--- src/rtl/fns_cac_pkg.sv ---
// Shared constants and the FNS codeword decode helper for the 2+2 FNS
// crosstalk-avoidance receive path.
//   CODE_W     : TSV codeword width
//   DEF_DATA_W : default decoded chunk width
//   DEF_FNS_W  : default width of the FNS03/FNS04 weights
//   DEC_W      : widened decode sum width (never truncates)
//   DATA_MAX   : largest value a default-width chunk can hold
package fns_cac_pkg;

  localparam int unsigned CODE_W     = 4;
  localparam int unsigned DEF_DATA_W = 3;
  localparam int unsigned DEF_FNS_W  = 3;
  localparam int unsigned DEC_W      = DEF_DATA_W + 2;
  localparam int unsigned DATA_MAX   = (1 << DEF_DATA_W) - 1;

  // Weighted sum of the enabled codeword bits; disabled TSVs contribute 0.
  function automatic logic [DEC_W-1:0] fns_decode(
    input logic [CODE_W-1:0]    code,
    input logic [CODE_W-1:0]    en,
    input logic                 f2,
    input logic [DEF_FNS_W-1:0] f3,
    input logic [DEF_FNS_W-1:0] f4
  );
    logic [CODE_W-1:0] m;
    logic [DEC_W-1:0]  s;
    m = code & en;
    s = DEC_W'(m[0]);
    if (m[1]) s = s + DEC_W'(f2);
    if (m[2]) s = s + DEC_W'(f3);
    if (m[3]) s = s + DEC_W'(f4);
    return s;
  endfunction

endpackage

--- src/rtl/fns_frame_fifo.sv ---
// Small frame FIFO with synchronous push/pop. A push into a full FIFO is
// accepted only when a pop happens in the same cycle.
//   clock, rst_n : clock, async active-low reset
//   push, din    : write request and frame
//   pop          : read request (ignored when empty)
//   dout         : head entry, read straight from storage
//   full, empty  : registered occupancy flags
module fns_frame_fifo #(
  parameter int unsigned DEPTH = 2,
  parameter int unsigned WIDTH = 12
) (
  input  logic             clock,
  input  logic             rst_n,
  input  logic             push,
  input  logic             pop,
  input  logic [WIDTH-1:0] din,
  output logic [WIDTH-1:0] dout,
  output logic             full,
  output logic             empty
);

  localparam int unsigned PTR_W = (DEPTH > 1) ? $clog2(DEPTH) : 1;
  localparam int unsigned CNT_W = $clog2(DEPTH + 1);

  logic [WIDTH-1:0] mem [DEPTH];
  logic [PTR_W-1:0] wr_ptr;
  logic [PTR_W-1:0] rd_ptr;
  logic [CNT_W-1:0] count;
  logic [CNT_W-1:0] count_next_c;
  logic             wr_c;
  logic             rd_c;

  function automatic logic [PTR_W-1:0] inc_ptr(input logic [PTR_W-1:0] p);
    return (p == PTR_W'(DEPTH - 1)) ? '0 : p + PTR_W'(1);
  endfunction

  // Handshake qualification and next occupancy.
  always_comb begin
    rd_c         = pop & ~empty;
    wr_c         = push & (~full | rd_c);
    count_next_c = count;
    if (wr_c && !rd_c)      count_next_c = count + CNT_W'(1);
    else if (rd_c && !wr_c) count_next_c = count - CNT_W'(1);
  end

  // Storage, pointers and flags.
  always_ff @(posedge clock or negedge rst_n) begin
    if (!rst_n) begin
      for (int i = 0; i < int'(DEPTH); i++) mem[i] <= '0;
      wr_ptr <= '0;
      rd_ptr <= '0;
      count  <= '0;
      full   <= 1'b0;
      empty  <= 1'b1;
    end else begin
      if (wr_c) begin
        mem[wr_ptr] <= din;
        wr_ptr      <= inc_ptr(wr_ptr);
      end
      if (rd_c) rd_ptr <= inc_ptr(rd_ptr);
      count <= count_next_c;
      full  <= (count_next_c == CNT_W'(DEPTH));
      empty <= (count_next_c == '0);
    end
  end

  assign dout = mem[rd_ptr];

endmodule

--- src/rtl/fns_cac_decoder_2_2.sv ---
// Receive stage of the 2+2 FNS crosstalk-avoidance link: decodes each TSV
// codeword to a binary chunk, packs FRAME_N chunks into a frame and hands
// frames to the consumer through a small FIFO. The TSV side never stalls,
// so frames completing into a full FIFO are dropped and flagged.
//   clock, rst_n        : clock, async active-low reset
//   code_in, code_valid : TSV codeword and its strobe
//   en_flag             : per-TSV enable mask
//   FNS02/FNS03/FNS04   : FNS weights of codeword bits 1..3
//   resync              : discard the partially assembled frame
//   err_clr             : clear sticky flags (a same-cycle set wins)
//   frame_out/valid/ready : frame handshake, chunk 0 in the LSBs
//   overflow, range_err : sticky error flags
module fns_cac_decoder_2_2
  import fns_cac_pkg::*;
#(
  parameter int unsigned DATA_W  = DEF_DATA_W,
  parameter int unsigned FNS_W   = DEF_FNS_W,
  parameter int unsigned FRAME_N = 4,
  parameter int unsigned DEPTH   = 2
) (
  input  logic                      clock,
  input  logic                      rst_n,
  input  logic [CODE_W-1:0]         code_in,
  input  logic                      code_valid,
  input  logic [CODE_W-1:0]         en_flag,
  input  logic                      FNS02,
  input  logic [FNS_W-1:0]          FNS03,
  input  logic [FNS_W-1:0]          FNS04,
  input  logic                      resync,
  input  logic                      err_clr,
  output logic [FRAME_N*DATA_W-1:0] frame_out,
  output logic                      frame_valid,
  input  logic                      frame_ready,
  output logic                      overflow,
  output logic                      range_err
);

  localparam int unsigned VAL_W   = DATA_W + 2;
  localparam int unsigned FRAME_W = FRAME_N * DATA_W;
  localparam int unsigned CNT_W   = $clog2(FRAME_N);
  localparam int unsigned VAL_MAX = (DATA_W == DEF_DATA_W) ? DATA_MAX : (1 << DATA_W) - 1;

  logic [VAL_W-1:0]   dec_sum_c;
  logic               dec_sat_c;
  logic [DATA_W-1:0]  dec_val;
  logic               dec_vld;
  logic [CNT_W-1:0]   cnt;
  logic [FRAME_W-1:0] asm;
  logic [FRAME_W-1:0] asm_next_c;
  logic               chunk_c;
  logic               last_c;
  logic               pop_c;
  logic               drop_c;
  logic               fifo_full;
  logic               fifo_empty;

  // Widened FNS sum and range check for the incoming codeword.
  always_comb begin
    dec_sum_c = VAL_W'(fns_decode(code_in, en_flag, FNS02,
                                  DEF_FNS_W'(FNS03), DEF_FNS_W'(FNS04)));
    dec_sat_c = (dec_sum_c > VAL_W'(VAL_MAX));
  end

  // Decode register: saturate out-of-range values to all-ones.
  always_ff @(posedge clock or negedge rst_n) begin
    if (!rst_n) begin
      dec_val <= '0;
      dec_vld <= 1'b0;
    end else begin
      dec_vld <= code_valid;
      if (code_valid) dec_val <= dec_sat_c ? '1 : DATA_W'(dec_sum_c);
    end
  end

  // Assembly: resync suppresses the chunk arriving in its cycle, so a final
  // chunk coinciding with resync never produces a push.
  always_comb begin
    chunk_c    = dec_vld & ~resync;
    last_c     = chunk_c && (cnt == CNT_W'(FRAME_N - 1));
    asm_next_c = asm;
    for (int i = 0; i < int'(FRAME_N); i++) begin
      if (cnt == CNT_W'(i)) asm_next_c[i*DATA_W +: DATA_W] = dec_val;
    end
    pop_c  = ~fifo_empty & frame_ready;
    drop_c = last_c & fifo_full & ~pop_c;
  end

  always_ff @(posedge clock or negedge rst_n) begin
    if (!rst_n) begin
      asm <= '0;
      cnt <= '0;
    end else if (resync) begin
      cnt <= '0;
    end else if (chunk_c) begin
      asm <= asm_next_c;
      cnt <= last_c ? '0 : cnt + CNT_W'(1);
    end
  end

  // Sticky flags; a set in the same cycle as err_clr wins.
  always_ff @(posedge clock or negedge rst_n) begin
    if (!rst_n) begin
      range_err <= 1'b0;
      overflow  <= 1'b0;
    end else begin
      if (code_valid && dec_sat_c) range_err <= 1'b1;
      else if (err_clr)            range_err <= 1'b0;
      if (drop_c)                  overflow  <= 1'b1;
      else if (err_clr)            overflow  <= 1'b0;
    end
  end

  fns_frame_fifo #(
    .DEPTH(DEPTH),
    .WIDTH(FRAME_W)
  ) u_fifo (
    .clock (clock),
    .rst_n (rst_n),
    .push  (last_c),
    .pop   (frame_ready),
    .din   (asm_next_c),
    .dout  (frame_out),
    .full  (fifo_full),
    .empty (fifo_empty)
  );

  assign frame_valid = ~fifo_empty;

endmodule

--- config.mk ---
export PLATFORM = sky130hd
export DESIGN_NAME = fns_cac_decoder_2_2
export DESIGN_NICKNAME = d
export VERILOG_FILES = /design/src/rtl/fns_cac_pkg.sv /design/src/rtl/fns_frame_fifo.sv /design/src/rtl/fns_cac_decoder_2_2.sv
export SDC_FILE = /design/constraint.sdc
export NUM_CORES = 1
export LEC_CHECK = 0
export BUFFER_PORTS_ARGS = -buffer_cell sky130_fd_sc_hd__buf_2
export CELL_PAD_IN_SITES_DETAIL_PLACEMENT = 2
export CELL_PAD_IN_SITES_GLOBAL_PLACEMENT = 2
export CORE_MARGIN = 2
export CORE_UTILIZATION = 42
export CTS_CLUSTER_DIAMETER = 100
export DETAILED_ROUTE_END_ITERATION = 7
export PLACE_DENSITY_LB_ADDON = 0.05
export SYNTH_ARGS = -nofsm -noshare
export SYNTH_HDL_FRONTEND = slang
export SYNTH_HIERARCHICAL = 1
export SYNTH_SLANG_ARGS = --single-unit
--- constraint.sdc ---
create_clock -name clock -period 3.33 [get_ports clock]
set_input_delay 0.666 -clock clock [delete_from_list [all_inputs] [get_ports clock]]
set_output_delay 0.666 -clock clock [all_outputs]
set_load 0.1 [all_outputs]
; ---- Yosys cells after proc, flatten, opt, wreduce, memory -nomap -nowiden
; Cells that the tools add are included.
[totals]
in_bits = 21
register_bits = 50
latch_bits = 0
memories = 0
output_inout_bits = 15
rom_bits = 0
mem_bits_rw = 0
word_cells = 79
[classes]
eq_ne = 4
n_reduce_logical = 13
add_sub_neg = 8
magnitude_cmp = 4
n_shift = 0
n_div = 0
muxes = 24
n_mul = 0
n_bitwise = 13
[op_table]
columns = op, count
row1 = $mux W12, 4
row2 = $bwmux W24, 1
row3 = $mux W3, 5
row4 = $demux W12 S1, 1
row5 = $mux W2, 6
row6 = $add A5 B3 Y5, 2
row7 = $mux W5, 2
row8 = $eq A2 B2 Y1 const B, 3
row9 = $reduce_bool A2 Y1, 3
row10 = $and A1 B1 Y1, 5
row11 = $gt A5 B3 Y1 const B, 1
row12 = $logic_and A1 B1 Y1, 5
row13 = $mux W1, 5
row14 = $add A2 B1 Y2 const B, 2
row15 = $and A4 B4 Y4, 1
row16 = $ge A2 B2 Y1 const B, 2
row17 = $logic_not A2 Y1, 2
row18 = $not A1 Y1, 4
row19 = $not A1 Y2, 2
row20 = $add A1 B1 Y1 const B, 2
row21 = $add A1 B1 Y2, 1
row22 = $eq A2 B1 Y1 const B, 1
row23 = $logic_not A1 Y1, 2
row24 = $lt A2 B1 Y1 const B, 1
row25 = 3 further kinds, 3

; ---- Logic depth before layout (Yosys ltp)
; Gate-level depths: netlist of the first run.
[logic_depth]
word_depth = 10
ltp_mapped = 15
ltp_nobuf = 15

; ---- Cells and area by module
; The synthesis of the first run kept the hierarchy.
[by_module_without_submodules]
columns = module, cells_each, area_each_um2, seq_area_each_um2, n_inst
row1 = fns_frame_fifo, 96, 1375.1, 752.0, 1
row2 = fns_cac_decoder_2_2, 117, 1272.5, 500.5, 1

; ---- Worst setup path after synthesis of the first run
; OpenSTA, ideal clock, no wires.
[synth_timing]
path_kind = in2reg
start = input code_in[0]
end = register dec_val[0]
setup_slack_ns = 0.008
t_required_ns = 3.186
stages = 15
arrival_time_ns = 3.178
setup_time_ns = 0.144
n_path_buf = 0
cell_sequence = nand2_1 > inv_1 > ha_1 > nand3_1 > o21ai_0 > ha_1 > inv_1 > fa_1 > xor2_1 > nor2_1 > ha_1 > a211oi_1 > or4_4 > o31ai_4 > a41oi_1
[synth_between]
elab_chain_cells = 9
[synth_rtl]
columns = element, line_no
row1 = start: declaration, fns_cac_decoder_2_2.sv:23  ; input logic [CODE_W-1:0] code_in,
row2 = $and A4 B4 Y4 *, fns_cac_pkg.sv:26  ; m = code & en;
row3 = $add A1 B1 Y2, fns_cac_pkg.sv:28  ; if (m[1]) s = s + DEC_W'(f2);
row4 = $mux W2 *, fns_cac_pkg.sv:28
row5 = $add A5 B3 Y5, fns_cac_pkg.sv:29  ; if (m[2]) s = s + DEC_W'(f3);
row6 = $mux W5 *, fns_cac_pkg.sv:29
row7 = $add A5 B3 Y5, fns_cac_pkg.sv:30  ; if (m[3]) s = s + DEC_W'(f4);
row8 = $mux W5 *, fns_cac_pkg.sv:30
row9 = $gt A5 B3 Y1, fns_cac_decoder_2_2.sv:61  ; dec_sat_c = (dec_sum_c > VAL_W'(VAL_MAX));
row10 = $mux W3 *, fns_cac_decoder_2_2.sv:71  ; if (code_valid) dec_val <= dec_sat_c ? '1 : DATA_W'(dec_sum_c);
row11 = end signal: assignment, fns_cac_decoder_2_2.sv:71
row12 = end: declaration, fns_cac_decoder_2_2.sv:45  ; logic [DATA_W-1:0] dec_val;
; Mark *: on every way between the ends. The rest lies on a longest branch, timed or not.
; A chain may end at the register's enable or synchronous reset.

; ---- Final worst setup path of the first run
[layout_timing]
start = input code_in[0]
end = register range_err
[layout_between]
elab_chain_cells = 10
word_cells_on_any_way = 11
cone_classes = add/sub (3) / order compare (1) / mux (4) / bitwise (1) / reduce/logical (2)
[layout_rtl]
columns = element, line_no
row1 = $and A4 B4 Y4 *, fns_cac_pkg.sv:26
row2 = $add A1 B1 Y2, fns_cac_pkg.sv:28
row3 = $mux W2 *, fns_cac_pkg.sv:28
row4 = $add A5 B3 Y5, fns_cac_pkg.sv:29
row5 = $mux W5 *, fns_cac_pkg.sv:29
row6 = $add A5 B3 Y5, fns_cac_pkg.sv:30
row7 = $mux W5 *, fns_cac_pkg.sv:30
row8 = $gt A5 B3 Y1 *, fns_cac_decoder_2_2.sv:61
row9 = $logic_and A1 B1 Y1 *, fns_cac_decoder_2_2.sv:106  ; if (code_valid && dec_sat_c) range_err <= 1'b1;
row10 = $mux W1 / $reduce_bool A2 Y1 (equally long branches), n/a
row11 = end signal: assignment, fns_cac_decoder_2_2.sv:103  ; range_err <= 1'b0;
row12 = end signal: assignment, fns_cac_decoder_2_2.sv:106
row13 = end signal: assignment, fns_cac_decoder_2_2.sv:107  ; else if (err_clr) range_err <= 1'b0;
row14 = end: declaration, fns_cac_decoder_2_2.sv:35  ; output logic range_err
; Marks and branches as above.

==> run summary, run 1 <==
FMAX -> 0.2884 GHz
synth warn -> 6
DP Area -> 2965 µm²
ANT nets after route -> 0
Power Dens Cells -> 574.9 nW/µm²
I/O pin count -> 36
GRT Total Usage -> 0.2111
First-pass DRT Iterations -> 4
Final Hold Viols -> 0
Max FO, Critical Path -> 4
Least-Margin Pin Slew -> 0.7080 ns
unrepaired setup endpoints after global routing -> true
Setup CP Type -> in2reg
Yosys top cell area share -> 0.4631
largest net degree at the start of global routing -> 33
CTS tree -> yes
Hold Crit Class -> in2async
# fillers -> 600
grt total ovfl -> 0
endpoint class of the critical path -> register
PortBufs -> 35
Period Utilization, post-route -> 1.041
via-per-instance ratio -> 5.566
M3 GR Usage -> 0.03579
Synth area leaders -> dfrtp_1 (46%), mux2_2 (25%), ha_1 (4.7%)
design area -> 3202 µm²
FP Rows -> 28
H-tree Lvls -> 2
GR Util met2 -> 0.4018
GP Congestion -> 0.7727
clk sinks -> 50
Area Growth Syn to Fin -> 20.94%
core area -> 5991 µm²
area leader, netlist -> dfrtp_1
pre-CTS WS -> -0.3111 ns
WP data arrival -> 3.63 ns
syn_nets -> 246
failing checks -> negative setup slack
final setup violation count -> 4
initial antenna violation count -> 0
busiest grt layer -> met2
Clock Latency Late Sink -> 0.30 ns
Clock Skews -> 0.006764 ns
Reg clk slew, reported paths -> 0.09 ns
Mapped Cells -> 213
Rel. slew slack -> 0.5280
DIE HEIGHT -> 83.40 µm
sequential area share after synthesis -> 0.4731
mapped cell area -> 2648 µm²
Yosys cell types -> 38
Max-Cap Viols -> 0
Num CTS Buffers -> 5
clock buffer depth -> 2
Root Buffer -> clkbuf_8
GR Util met1 -> 0.2449
DRC errors left -> 0
fin nets -> 303
first-pass GRT wire length -> 11,390 µm
CP required -> 3.49 ns
Yosys reg bits -> 50
Slew Limit Fails -> 0
startpoint types -> input port
detailed placement HPWL -> 4605 µm
Final min period -> 3.467 ns
die area -> 6955 µm²
cell total after placement -> 329
WL/cell -> 22.33 µm
initial drt markers -> 85
routed vias -> 1,926
Die Span X -> 83.40 µm
share of cells above drive strength 1 -> 0.5166
Peak VDD IR -> 0.0003377 V
final instance count without filler cells -> 346
post-route setup slack -> -0.1371 ns
Final Power -> 1841 µW
Initial Util -> 0.4419
# diodes -> 0
outcome -> complete, but fails checks
Leak Pwr -> 0.001562 µW
vias in the first global route -> 2,187
Mapped Avg Cell Area -> 12.43 µm²
WL final -> 7727 µm
-- layout make-up --
class | instances | area, µm² | share of cell area
tap | 75 | 93.84 | 0.02931
clock buffer | 7 | 76.32 | 0.02384
multi-input combinational | 140 | 1360 | 0.4248
timing repair buffer | 56 | 345.3 | 0.1079
sequential | 50 | 1252 | 0.3912
clock inverter | 1 | 7.507 | 0.002345
inverter | 17 | 66.31 | 0.02071
-- sequential cells by signal (all words and copies together) (netlist names) --
| signal | flops |
|---|---|
| u_fifo/full | 1 |
| dec_val | 3 |
| u_fifo/rd_ptr | 1 |
| u_fifo/wr_ptr | 1 |
| dec_vld | 1 |
| u_fifo/mem | 24 |
| range_err | 1 |
| overflow | 1 |
| u_fifo/empty | 1 |
| cnt | 2 |
| u_fifo/count | 2 |
| asm | 12 |
-- cell usage after synthesis, drive strengths merged --
cell	number
o22ai	3
or3	1
a211oi	1
ha	10
mux2	60
dfrtp	49
nor4b	1
or3b	1
nand2b	4
fa	2
o21a	1
inv	17
nand3b	1
nand4b	2
o21ai	3
a41oi	1
clkbuf	1
buf	5
dfstp	1
xor2	3
mux2i	3
nor2b	3
nand4	1
nor2	7
a31oi	3
o211ai	3
xnor2	3
nand2	5
o31ai	1
nor3	2
and2	1
nand3	7
or4	1
a21oi	5
a21boi	1
-- worst max-delay path, stage by stage --
cell	delay, ns
buf_6	0.10
nand2_4	0.07
inv_4	0.04
ha_4	0.27
nand3_4	0.06
o21ai_2	0.06
ha_2	0.20
inv_2	0.06
fa_2	0.37
xor2_2	0.16
nor2_1	0.20
ha_2	0.28
o211ai_1	0.15
or4_4	0.47
o31ai_4	0.29
o22ai_1	0.16
-- report_power, final --
| part | total [µW] | leakage (µW) | switching [µW] | internal, µW |
|---|---|---|---|---|
| combinational | 629 | 0.000869 | 370 | 259 |
| clock | 342 | 0.0000385 | 193 | 149 |
| sequential | 870 | 0.000654 | 138 | 733 |
-- path summary, 6_finish.rpt --
| path | startpoint | to | slack, ns | cells after the start |
|---|---|---|---|---|
| min reg2reg | asm[4]$_DFFE_PN0P_ | asm[4]$_DFFE_PN0P_ | 0.51 | 1 |
| max reg2reg | cnt[0]$_DFFE_PN0P_ | u_fifo/mem[15]$_DFFE_PN0P_ | 1.06 | 7 |
| max in group asynchronous | rst_n | u_fifo/empty$_DFF_PN1_ | 2.21 | 2 |
| min | rst_n | asm[2]$_DFFE_PN0P_ | 0.41 | 1 |
| max | code_in[0] | range_err$_DFFE_PN0P_ | -0.14 | 16 |
| min in group clock | asm[4]$_DFFE_PN0P_ | asm[4]$_DFFE_PN0P_ | 0.51 | 1 |
-- routing by layer --
metal / share of wire / up-vias
met4: 0.032 / 0
met3: 0.027 / 16
met1: 0.37 / 1000
met2: 0.57 / 44
met5: 0 / -
li1: - / 866
-- through the flow --
| step | utilization | TNS, ns | hold WS, ns |
|---|---|---|---|
| floorplan | - | 0 | 0.3704 |
| global placement | 0.4950 | -0.6297 | 0.4705 |
| detailed placement | 0.4950 | -1.134 | 0.4825 |
| CTS | 0.5267 | 0 | 0.4303 |
| global route | 0.5345 | -0.8068 | 0.4634 |
| finish | 0.5345 | -0.5098 | 0.4116 |
-- cell usage in the layout, fill, tap and decap left out, drive strengths merged --
cell type / count
nor2b: 3
clkinvlp: 1
nand2b: 4
xor2: 3
or3b: 1
nor4b: 1
and2: 1
or4: 1
nor3: 2
a211oi: 1
dfstp: 1
mux2i: 3
o22ai: 3
a21boi: 1
clkbuf: 7
mux2: 60
nand2: 5
a21oi: 5
a41oi: 1
o21a: 1
dfrtp: 49
xnor2: 3
inv: 17
nand3b: 1
a31oi: 3
o211ai: 3
fa: 2
ha: 10
buf: 56
nand4b: 2
nand4: 1
nand3: 7
o21ai: 3
or3: 1
o31ai: 1
nor2: 7
-- kinds of logic after synthesis --
family	synth area share
buffers and inverters	0.03969
XOR/XNOR	0.01985
flip-flops	0.4731
adder cells (fa/ha/maj)	0.06238
AO/OA/AOI/OAI	0.06049
AND/OR/NAND/NOR	0.07799
multiplexers	0.2665
-- repair_timing --
item	4_1_cts	5_1_grt
hold buffers	0	0
pin swaps	11	12
setup endpoints to repair	1	4
resized for setup	14	6
setup buffers	7	2
Note: power is estimated with default switching activity, not from simulation.
==> inputs of run 2 (changes only) <==
--- a/config.mk
+++ b/config.mk
@@ -5,11 +5,12 @@
 export SDC_FILE = /design/constraint.sdc
 export NUM_CORES = 1
 export LEC_CHECK = 0
+export ABC_AREA = 1
 export BUFFER_PORTS_ARGS = -buffer_cell sky130_fd_sc_hd__buf_2
 export CELL_PAD_IN_SITES_DETAIL_PLACEMENT = 2
 export CELL_PAD_IN_SITES_GLOBAL_PLACEMENT = 2
 export CORE_MARGIN = 2
-export CORE_UTILIZATION = 42
+export CORE_UTILIZATION = 36
 export CTS_CLUSTER_DIAMETER = 100
 export DETAILED_ROUTE_END_ITERATION = 7
 export PLACE_DENSITY_LB_ADDON = 0.05
==> constraint.sdc (replaced) <==
create_clock -name clock -period 3.33 [get_ports clock]
set_input_delay 0.4995 -clock clock [delete_from_list [all_inputs] [get_ports clock]]
set_output_delay 0.4995 -clock clock [all_outputs]
set_load 0.1 [all_outputs]
==> run 2 against run 1 <==
  * The flow now finishes without violations
  * Combinational power increased by 15%
  * Maximum frequency increased by 21%
  * Hold slack got worse by 0.19 ns
  * Global-route usage decreased by 3.4 points
  * Clock power increased by 7.0%
  * Synthesized cell count increased by 65%
  * Total power increased by 2.3%
  * First-iteration DRC count decreased by 68%
  * Non-clock buffer count decreased by 18
  * Worst setup slack improved by 0.60 ns
  * Sequential power decreased by 8.6%
  * Critical endpoint is now dec_val[2]$_DFFE_PN0P_
  * Largest cell class is now flip-flops and latches
  * Largest power group unchanged
==> run summary, run 2 <==
FMAX -> 0.3491 GHz (was 0.2884 GHz)
outcome -> finished, final reports clean (was complete, but fails checks)
Critical Path Stages -> 23 (was 16)
Power Dens Cells -> 605.1 nW/µm² (was 574.9 nW/µm²)
final setup violation count -> 0 (was 4)
initial drt markers -> 27 (was 85)
endpoint class of the critical path -> register (unchanged)
commonest non-fill, non-tap cell in the layout -> nand2_1 (was mux2_2)
DP Area -> 3022 µm² (was 2965 µm²)
Root Buffer -> clkbuf_8 (unchanged)
share of cells above drive strength 1 -> 0.2077 (was 0.5166)
detailed placement HPWL -> 5337 µm (was 4605 µm)
crit-path max cell delay -> 0.48 ns (was 0.47 ns)
Worst path most repeated cell -> inv_1 (was ha_2)
Worst R2R Path Depth -> 10 (was 7)
Initial Util -> 0.3775 (was 0.4419)
max FFs per register -> 24 (unchanged)
clock buffer depth -> 2 (unchanged)
Least-Margin Pin Slew -> 0.6919 ns (was 0.7080 ns)
clk sinks -> 50 (unchanged)
synth cell count leaders -> nand2_1 (117), dfrtp_1 (49), inv_1 (45), o21ai_1 (25) (was mux2_2 (59), dfrtp_1 (49), inv_1 (17), ha_1 (10))
PortBufs -> 35 (unchanged)
core area -> 7331 µm² (was 5991 µm²)
CP max stage cell -> fa_1 (was or4_4)
WL final -> 6792 µm (was 7727 µm)
cell total after placement -> 481 (was 329)
initial antenna violation count -> 0 (unchanged)
Clock Skews -> 0.009679 ns (was 0.006764 ns)
cts repair resizes -> 0 (was 14)
synth warn -> 6 (unchanged)
first-pass GRT wire length -> 11,960 µm (was 11,390 µm)
Peak VDD IR -> 0.0001848 V (was 0.0003377 V)
Reg clk slew, reported paths -> 0.10 ns (was 0.09 ns)
Num CTS Buffers -> 5 (unchanged)
Synth area leaders -> dfrtp_1 (44%), nand2_1 (16%), inv_1 (6.1%) (was dfrtp_1 (46%), mux2_2 (25%), ha_1 (4.7%))
asr flop ratio synth -> 1.000 (unchanged)
Final Hold Viols -> 0 (unchanged)
sequential area share after synthesis -> 0.4525 (was 0.4731)
Period Utilization, post-route -> 0.8601 (was 1.041)
via-per-instance ratio -> 4.712 (was 5.566)
Yosys cell types -> 29 (was 38)
Final min period -> 2.864 ns (was 3.467 ns)
vias in the first global route -> 2,453 (was 2,187)
WL/cell -> 13.89 µm (was 22.33 µm)
Yosys reg bits -> 50 (unchanged)
launching point of the worst reg2reg path -> dec_vld$_DFF_PN0_ (was cnt[0]$_DFFE_PN0P_)
unrepaired setup endpoints after global routing -> false (was true)
fin nets -> 422 (was 303)
Clock Latency Late Sink -> 0.31 ns (was 0.30 ns)
Largest regs -> u_fifo/mem x24, asm x12, dec_val x3 (unchanged)
crit path cell chain -> buf_2 -> nand2_1 -> inv_1 -> ha_1 -> inv_1 -> nand3_1 -> nand2_1 -> inv_1 -> ha_1 -> inv_1 -> fa_1 -> inv_1 -> o21ai_1 -> inv_1 -> ha_1 -> nand2_1 -> nor2_1 -> nor2_1 -> nor2_2 -> nand2_2 -> nand2_2 -> nor2_1 -> nor2_1 (was buf_6 -> nand2_4 -> inv_4 -> ha_4 -> nand3_4 -> o21ai_2 -> ha_2 -> inv_2 -> fa_2 -> xor2_2 -> nor2_1 -> ha_2 -> o211ai_1 -> or4_4 -> o31ai_4 -> o22ai_1)
design area -> 3112 µm² (was 3202 µm²)
worst path bufs/invs -> 7 (was 3)
reg-to-reg slack, setup -> 1.28 ns (was 1.06 ns)
startpoint types -> input port (unchanged)
largest net degree at the start of global routing -> 33 (unchanged)
Hold Slack -> 0.2201 ns (was 0.4116 ns)
Yosys top cell area share -> 0.4430 (was 0.4631)
die area -> 8405 µm² (was 6955 µm²)
routed vias -> 2,304 (was 1,926)
First-pass DRT Iterations -> 4 (unchanged)
GRT Total Usage -> 0.1771 (was 0.2111)
Rel. slew slack -> 0.5387 (was 0.5280)
Die Span X -> 91.68 µm (was 83.40 µm)
Critical path origin -> code_in[0] (unchanged)
Max-Cap Viols -> 0 (unchanged)
Biggest register -> u_fifo/mem (unchanged)
# diodes -> 0 (unchanged)
Final Util -> 0.4245 (was 0.5345)
Hold Crit Class -> in2async (unchanged)
number of enable flip-flop cells after synthesis -> 0 (unchanged)
GP Congestion -> 0.7577 (was 0.7727)
Max FO, Critical Path -> 3 (was 4)
most frequent cells in the layout -> nand2_1 (117), dfrtp_1 (49), inv_1 (45), buf_2 (35), o21ai_1 (25) (was mux2_2 (59), dfrtp_1 (49), buf_2 (33), buf_4 (21), inv_1 (15))
WP data arrival -> 3.06 ns (was 3.63 ns)
I/O pin count -> 36 (unchanged)
most used flip-flop cell after synthesis -> dfrtp_1 (unchanged)
area leader, netlist -> dfrtp_1 (unchanged)
reg-to-reg critical path endpoint -> u_fifo/mem[20]$_DFFE_PN0P_ (was u_fifo/mem[15]$_DFFE_PN0P_)
# hold bufs at CTS -> 0 (unchanged)
mapped cell area -> 2768 µm² (was 2648 µm²)
grt total ovfl -> 0 (unchanged)
ANT nets after route -> 0 (unchanged)
CTS tree -> yes (unchanged)
DRC errors left -> 0 (unchanged)
final instance count without filler cells -> 489 (was 346)
Leak Pwr -> 0.001649 µW (was 0.001562 µW)
Setup CP Type -> in2reg (unchanged)
Mapped Avg Cell Area -> 7.863 µm² (was 12.43 µm²)
Area Growth Syn to Fin -> 12.43% (was 20.94%)
Mapped Cells -> 352 (was 213)
Slew Limit Fails -> 0 (unchanged)
H-tree Lvls -> 2 (unchanged)
CP endpoint -> dec_val[2]$_DFFE_PN0P_ (was range_err$_DFFE_PN0P_)
FP Rows -> 31 (was 28)
CP required -> 3.53 ns (was 3.49 ns)
syn_nets -> 385 (was 246)
Crit path max-delay family -> adder cells (unchanged)
Setup TNS Final -> 0 ns (was -0.5098 ns)
setup repair bufs after CTS -> 0 (was 7)
count leader, synth -> nand2_1 (was mux2_2)
DIE HEIGHT -> 91.68 µm (was 83.40 µm)
[run 2: logic make-up (layout without fill, tap and decap cells)]
kind of cell	Yosys count	in the layout	share of synthesized area
XOR/XNOR	3	3	0.009495
AO/OA/AOI/OAI	59	59	0.1352
adder cells (fa/ha/maj)	12	12	0.05968
buffers and inverters	68	106	0.1058
AND/OR/NAND/NOR	160	160	0.2373
flip-flops	50	50	0.4525
[run 2: through the flow]
stage	setup slack (ns)	total power, µW
after floorplan	0.4626	1349
after global placement	0.2194	1506
after detailed placement	0.09788	1543
after CTS	0.4183	1913
after global routing	0.08847	2026
final	0.4657	1883
[run 2: layout make-up]
type / count / area [µm²]
well taps: 99 / 123.9
inverters: 60 / 225.2
clock inverters: 3 / 21.27
repair buffers: 38 / 197.7
clock buffers: 5 / 68.82
fillers: 867 / 4219
flip-flops and latches: 50 / 1252
multi-input cells: 234 / 1222
[run 2: worst min path at each step]
stage                                           from                    endpoint  slack, ns  cells past startpoint
final                                          rst_n          asm[4]$_DFFE_PN0P_       0.22                      1
after detailed placement  u_fifo/mem[14]$_DFFE_PN0P_  u_fifo/mem[14]$_DFFE_PN0P_       0.47                      2
after global routing                           rst_n   u_fifo/mem[4]$_DFFE_PN0P_       0.26                      1
after floorplan                                rst_n          asm[0]$_DFFE_PN0P_       0.20                      0
after global placement    u_fifo/mem[14]$_DFFE_PN0P_  u_fifo/mem[14]$_DFFE_PN0P_       0.47                      2
after CTS                                      rst_n          asm[4]$_DFFE_PN0P_       0.26                      1
[run 2: power by group]
part	internal [µW]	total [µW]	switching (µW)	leakage [µW]
clock network	148	366	218	0.0000441
logic	169	722	553	0.000951
registers	723	795	71.7	0.000654
total	1040	1880	843	0.00165
[run 2: worst register-to-register path, cell delays in order (launching register included)]
cell and delay, ns:
dfrtp_1 0.35, inv_1 0.04, nor2_1 0.08, buf_4 0.24
inv_2 0.06, nor2_2 0.20, inv_1 0.13, a21oi_4 0.18
nand2_2 0.36, nand2_1 0.20, o21ai_1 0.09
[run 2: per-layer routing]
layer	routed length (µm)	track usage
met5	0	0
met4	77	0.04419
met3	177	0.02465
met2	3434	0.3199
met1	3103	0.2222
==> inputs of run 3 (changes only) <==
--- a/config.mk
+++ b/config.mk
@@ -13,6 +13,7 @@
 export CORE_UTILIZATION = 36
 export CTS_CLUSTER_DIAMETER = 100
 export DETAILED_ROUTE_END_ITERATION = 7
+export MAX_ROUTING_LAYER = met4
 export PLACE_DENSITY_LB_ADDON = 0.05
 export SYNTH_ARGS = -nofsm -noshare
 export SYNTH_HDL_FRONTEND = slang
==> run 3 against run 2 <==
  * First-iteration DRC count did not move
  * Die area unchanged
  * Clock power hardly changed
  * Register-to-register slack about the same
  * Global-route usage grew 0.52 points
  * Clock skew is essentially flat
  * Maximum frequency about the same
  * Non-clock buffer count is the same
  * Critical path type unchanged
  * Largest cell class unchanged
==> run summary, run 3 (synthesis gave the netlist of run 2 again) <==
outcome -> finished, final reports clean (unchanged)
Clock Skews -> 0.009943 ns (was 0.009679 ns)
Die Span X -> 91.68 µm (unchanged)
Largest regs -> u_fifo/mem x24, asm x12, dec_val x3 (unchanged)
endpoint class of the critical path -> register (unchanged)
sequential power share -> 0.422 (about the same)
final setup violation count -> 0 (unchanged)
largest net degree at the start of global routing -> 33 (unchanged)
initial drt markers -> 27 (unchanged)
fin nets -> 422 (unchanged)
Final min period -> 2.867 ns (was 2.864 ns)
Peak VDD IR -> 0.0001848 V (about the same)
First-pass DRT Iterations -> 4 (unchanged)
Gate power share -> 0.383 (about the same)
Num CTS Buffers -> 5 (unchanged)
Area Growth Syn to Fin -> 12.43% (unchanged)
Power Dens Cells -> 605.2 nW/µm² (was 605.1 nW/µm²)
share of cells above drive strength 1 -> 0.2077 (unchanged)
DRC errors left -> 0 (unchanged)
CTS tree -> yes (unchanged)
core area -> 7331 µm² (unchanged)
PortBufs -> 35 (unchanged)
DP Area -> 3022 µm² (unchanged)
DIE HEIGHT -> 91.68 µm (unchanged)
Initial Util -> 0.3775 (unchanged)
max FFs per register -> 24 (unchanged)
ANT nets after route -> 0 (unchanged)
clock share of power -> 0.194 (about the same)
I/O pin count -> 36 (unchanged)
Root Buffer -> clkbuf_8 (unchanged)
setup repair bufs after CTS -> 0 (unchanged)
Setup TNS Final -> 0 ns (unchanged)
Final Hold Viols -> 0 (unchanged)
initial antenna violation count -> 0 (unchanged)
clk sinks -> 50 (unchanged)
FF/Latch Area -> 1252 µm² (unchanged)
vias in the first global route -> 2,449 (was 2,453)
Max-Cap Viols -> 0 (unchanged)
area of the multi-input gates -> 1222 µm² (unchanged)
Leak Pwr -> 0.001649 µW (unchanged)
die area -> 8405 µm² (unchanged)
Setup CP Type -> in2reg (unchanged)
Reg clk slew, reported paths -> 0.10 ns (about the same)
Clock Latency Late Sink -> 0.31 ns (about the same)
# diodes -> 0 (unchanged)
cts repair resizes -> 0 (unchanged)
Biggest register -> u_fifo/mem (unchanged)
GP Congestion -> 0.7676 (was 0.7577)
Hold Crit Class -> in2async (unchanged)
H-tree Lvls -> 2 (unchanged)
Rel. slew slack -> 0.5386 (was 0.5387)
clock buffer depth -> 2 (unchanged)
most frequent cells in the layout -> nand2_1 (117), dfrtp_1 (49), inv_1 (45), buf_2 (35), o21ai_1 (25) (unchanged)
Max FO, Critical Path -> 3 (unchanged)
WP data arrival -> 3.07 ns (was 3.06 ns)
Period Utilization, post-route -> 0.8610 (was 0.8601)
design area -> 3112 µm² (unchanged)
switch share -> 0.4476 (was 0.4475)
first-pass GRT wire length -> 11,960 µm (unchanged)
Slew Limit Fails -> 0 (unchanged)
GRT Total Usage -> 0.1823 (was 0.1771)
internal power -> 1040 µW (about the same)
grt total ovfl -> 0 (unchanged)
WL final -> 6794 µm (was 6792 µm)
unrepaired setup endpoints after global routing -> false (unchanged)
via-per-instance ratio -> 4.710 (was 4.712)
FMAX -> 0.3488 GHz (was 0.3491 GHz)
detailed placement HPWL -> 5337 µm (unchanged)
FP Rows -> 31 (unchanged)
Least-Margin Pin Slew -> 0.6921 ns (was 0.6919 ns)
# hold bufs at CTS -> 0 (unchanged)
WL/cell -> 13.89 µm (about the same)
routed vias -> 2,303 (was 2,304)
CP required -> 3.53 ns (about the same)
commonest non-fill, non-tap cell in the layout -> nand2_1 (unchanged)
net switching power -> 842.8 µW (was 842.5 µW)
# fillers -> 867 (unchanged)
startpoint types -> input port (unchanged)
run 3: cell counts in the layout (fill, tap and decap cells not counted):
Identical to the previous run, type by type.
run 3: metrics by stage:
| stage | power [µW] | hold slack, ns | utilization | setup WS, ns | std cells |
|---|---|---|---|---|---|
| 2_1_floorplan | 1349 | 0.2039 | - | 0.4626 | 352 |
| 3_3_place_gp | 1506 | 0.4676 | 0.4122 | 0.2194 | 481 |
| 3_5_place_dp | 1543 | 0.4739 | 0.4122 | 0.09788 | 481 |
| 4_1_cts | 1913 | 0.2628 | 0.4245 | 0.4183 | 489 |
| 5_1_grt | 2026 | 0.2600 | 0.4245 | 0.08847 | 489 |
| 6_report | 1883 | 0.2201 | 0.4245 | 0.4630 | 489 |
run 3: metal layers:
layer	vias up	share of wire	GRT usage
met5	-	0	-
met4	0	0.011	0.04419
met3	7	0.024	0.02301
met2	33	0.51	0.3199
met1	1108	0.46	0.2238
li1	1155	-	-
run 3: final cells by class:
| type | count | area share |
|---|---|---|
| clock buffer | 5 | 0.02212 |
| tap | 99 | 0.03981 |
| multi-input combinational | 234 | 0.3928 |
| inverter | 60 | 0.07238 |
| clock inverter | 3 | 0.006836 |
| sequential | 50 | 0.4025 |
| timing repair buffer | 38 | 0.06353 |
run 3: worst max-delay path: stages:
cell,delay (ns)
buf_2,0.09
nand2_1,0.08
inv_1,0.05
ha_1,0.26
inv_1,0.04
nand3_1,0.07
nand2_1,0.06
inv_1,0.05
ha_1,0.16
inv_1,0.06
fa_1,0.48
inv_1,0.05
o21ai_1,0.22
inv_1,0.07
ha_1,0.29
nand2_1,0.07
nor2_1,0.04
nor2_1,0.11
nor2_2,0.05
nand2_2,0.06
nand2_2,0.06
nor2_1,0.10
nor2_1,0.05
run 3: final timing paths:
path,from,end,slack [ns],depth (start not counted)
min reg2reg,u_fifo/mem[12]$_DFFE_PN0P_,u_fifo/mem[12]$_DFFE_PN0P_,0.49,2
min in group clock,err_clr,range_err$_DFFE_PN0P_,0.39,2
min,rst_n,asm[4]$_DFFE_PN0P_,0.22,1
max reg2reg,dec_vld$_DFF_PN0_,u_fifo/mem[20]$_DFFE_PN0P_,1.28,10
max,code_in[0],dec_val[2]$_DFFE_PN0P_,0.46,23
max in group asynchronous,rst_n,u_fifo/empty$_DFF_PN1_,2.32,2
run 3: power by group through the flow:
stage / clock network, µW / logic [µW] / registers [µW]
3_3_place_gp: 0 / 706 / 800
2_1_floorplan: 0 / 555 / 795
6_report: 366 / 722 / 795
4_1_cts: 378 / 739 / 797
5_1_grt: 408 / 805 / 812
3_5_place_dp: 0 / 734 / 808
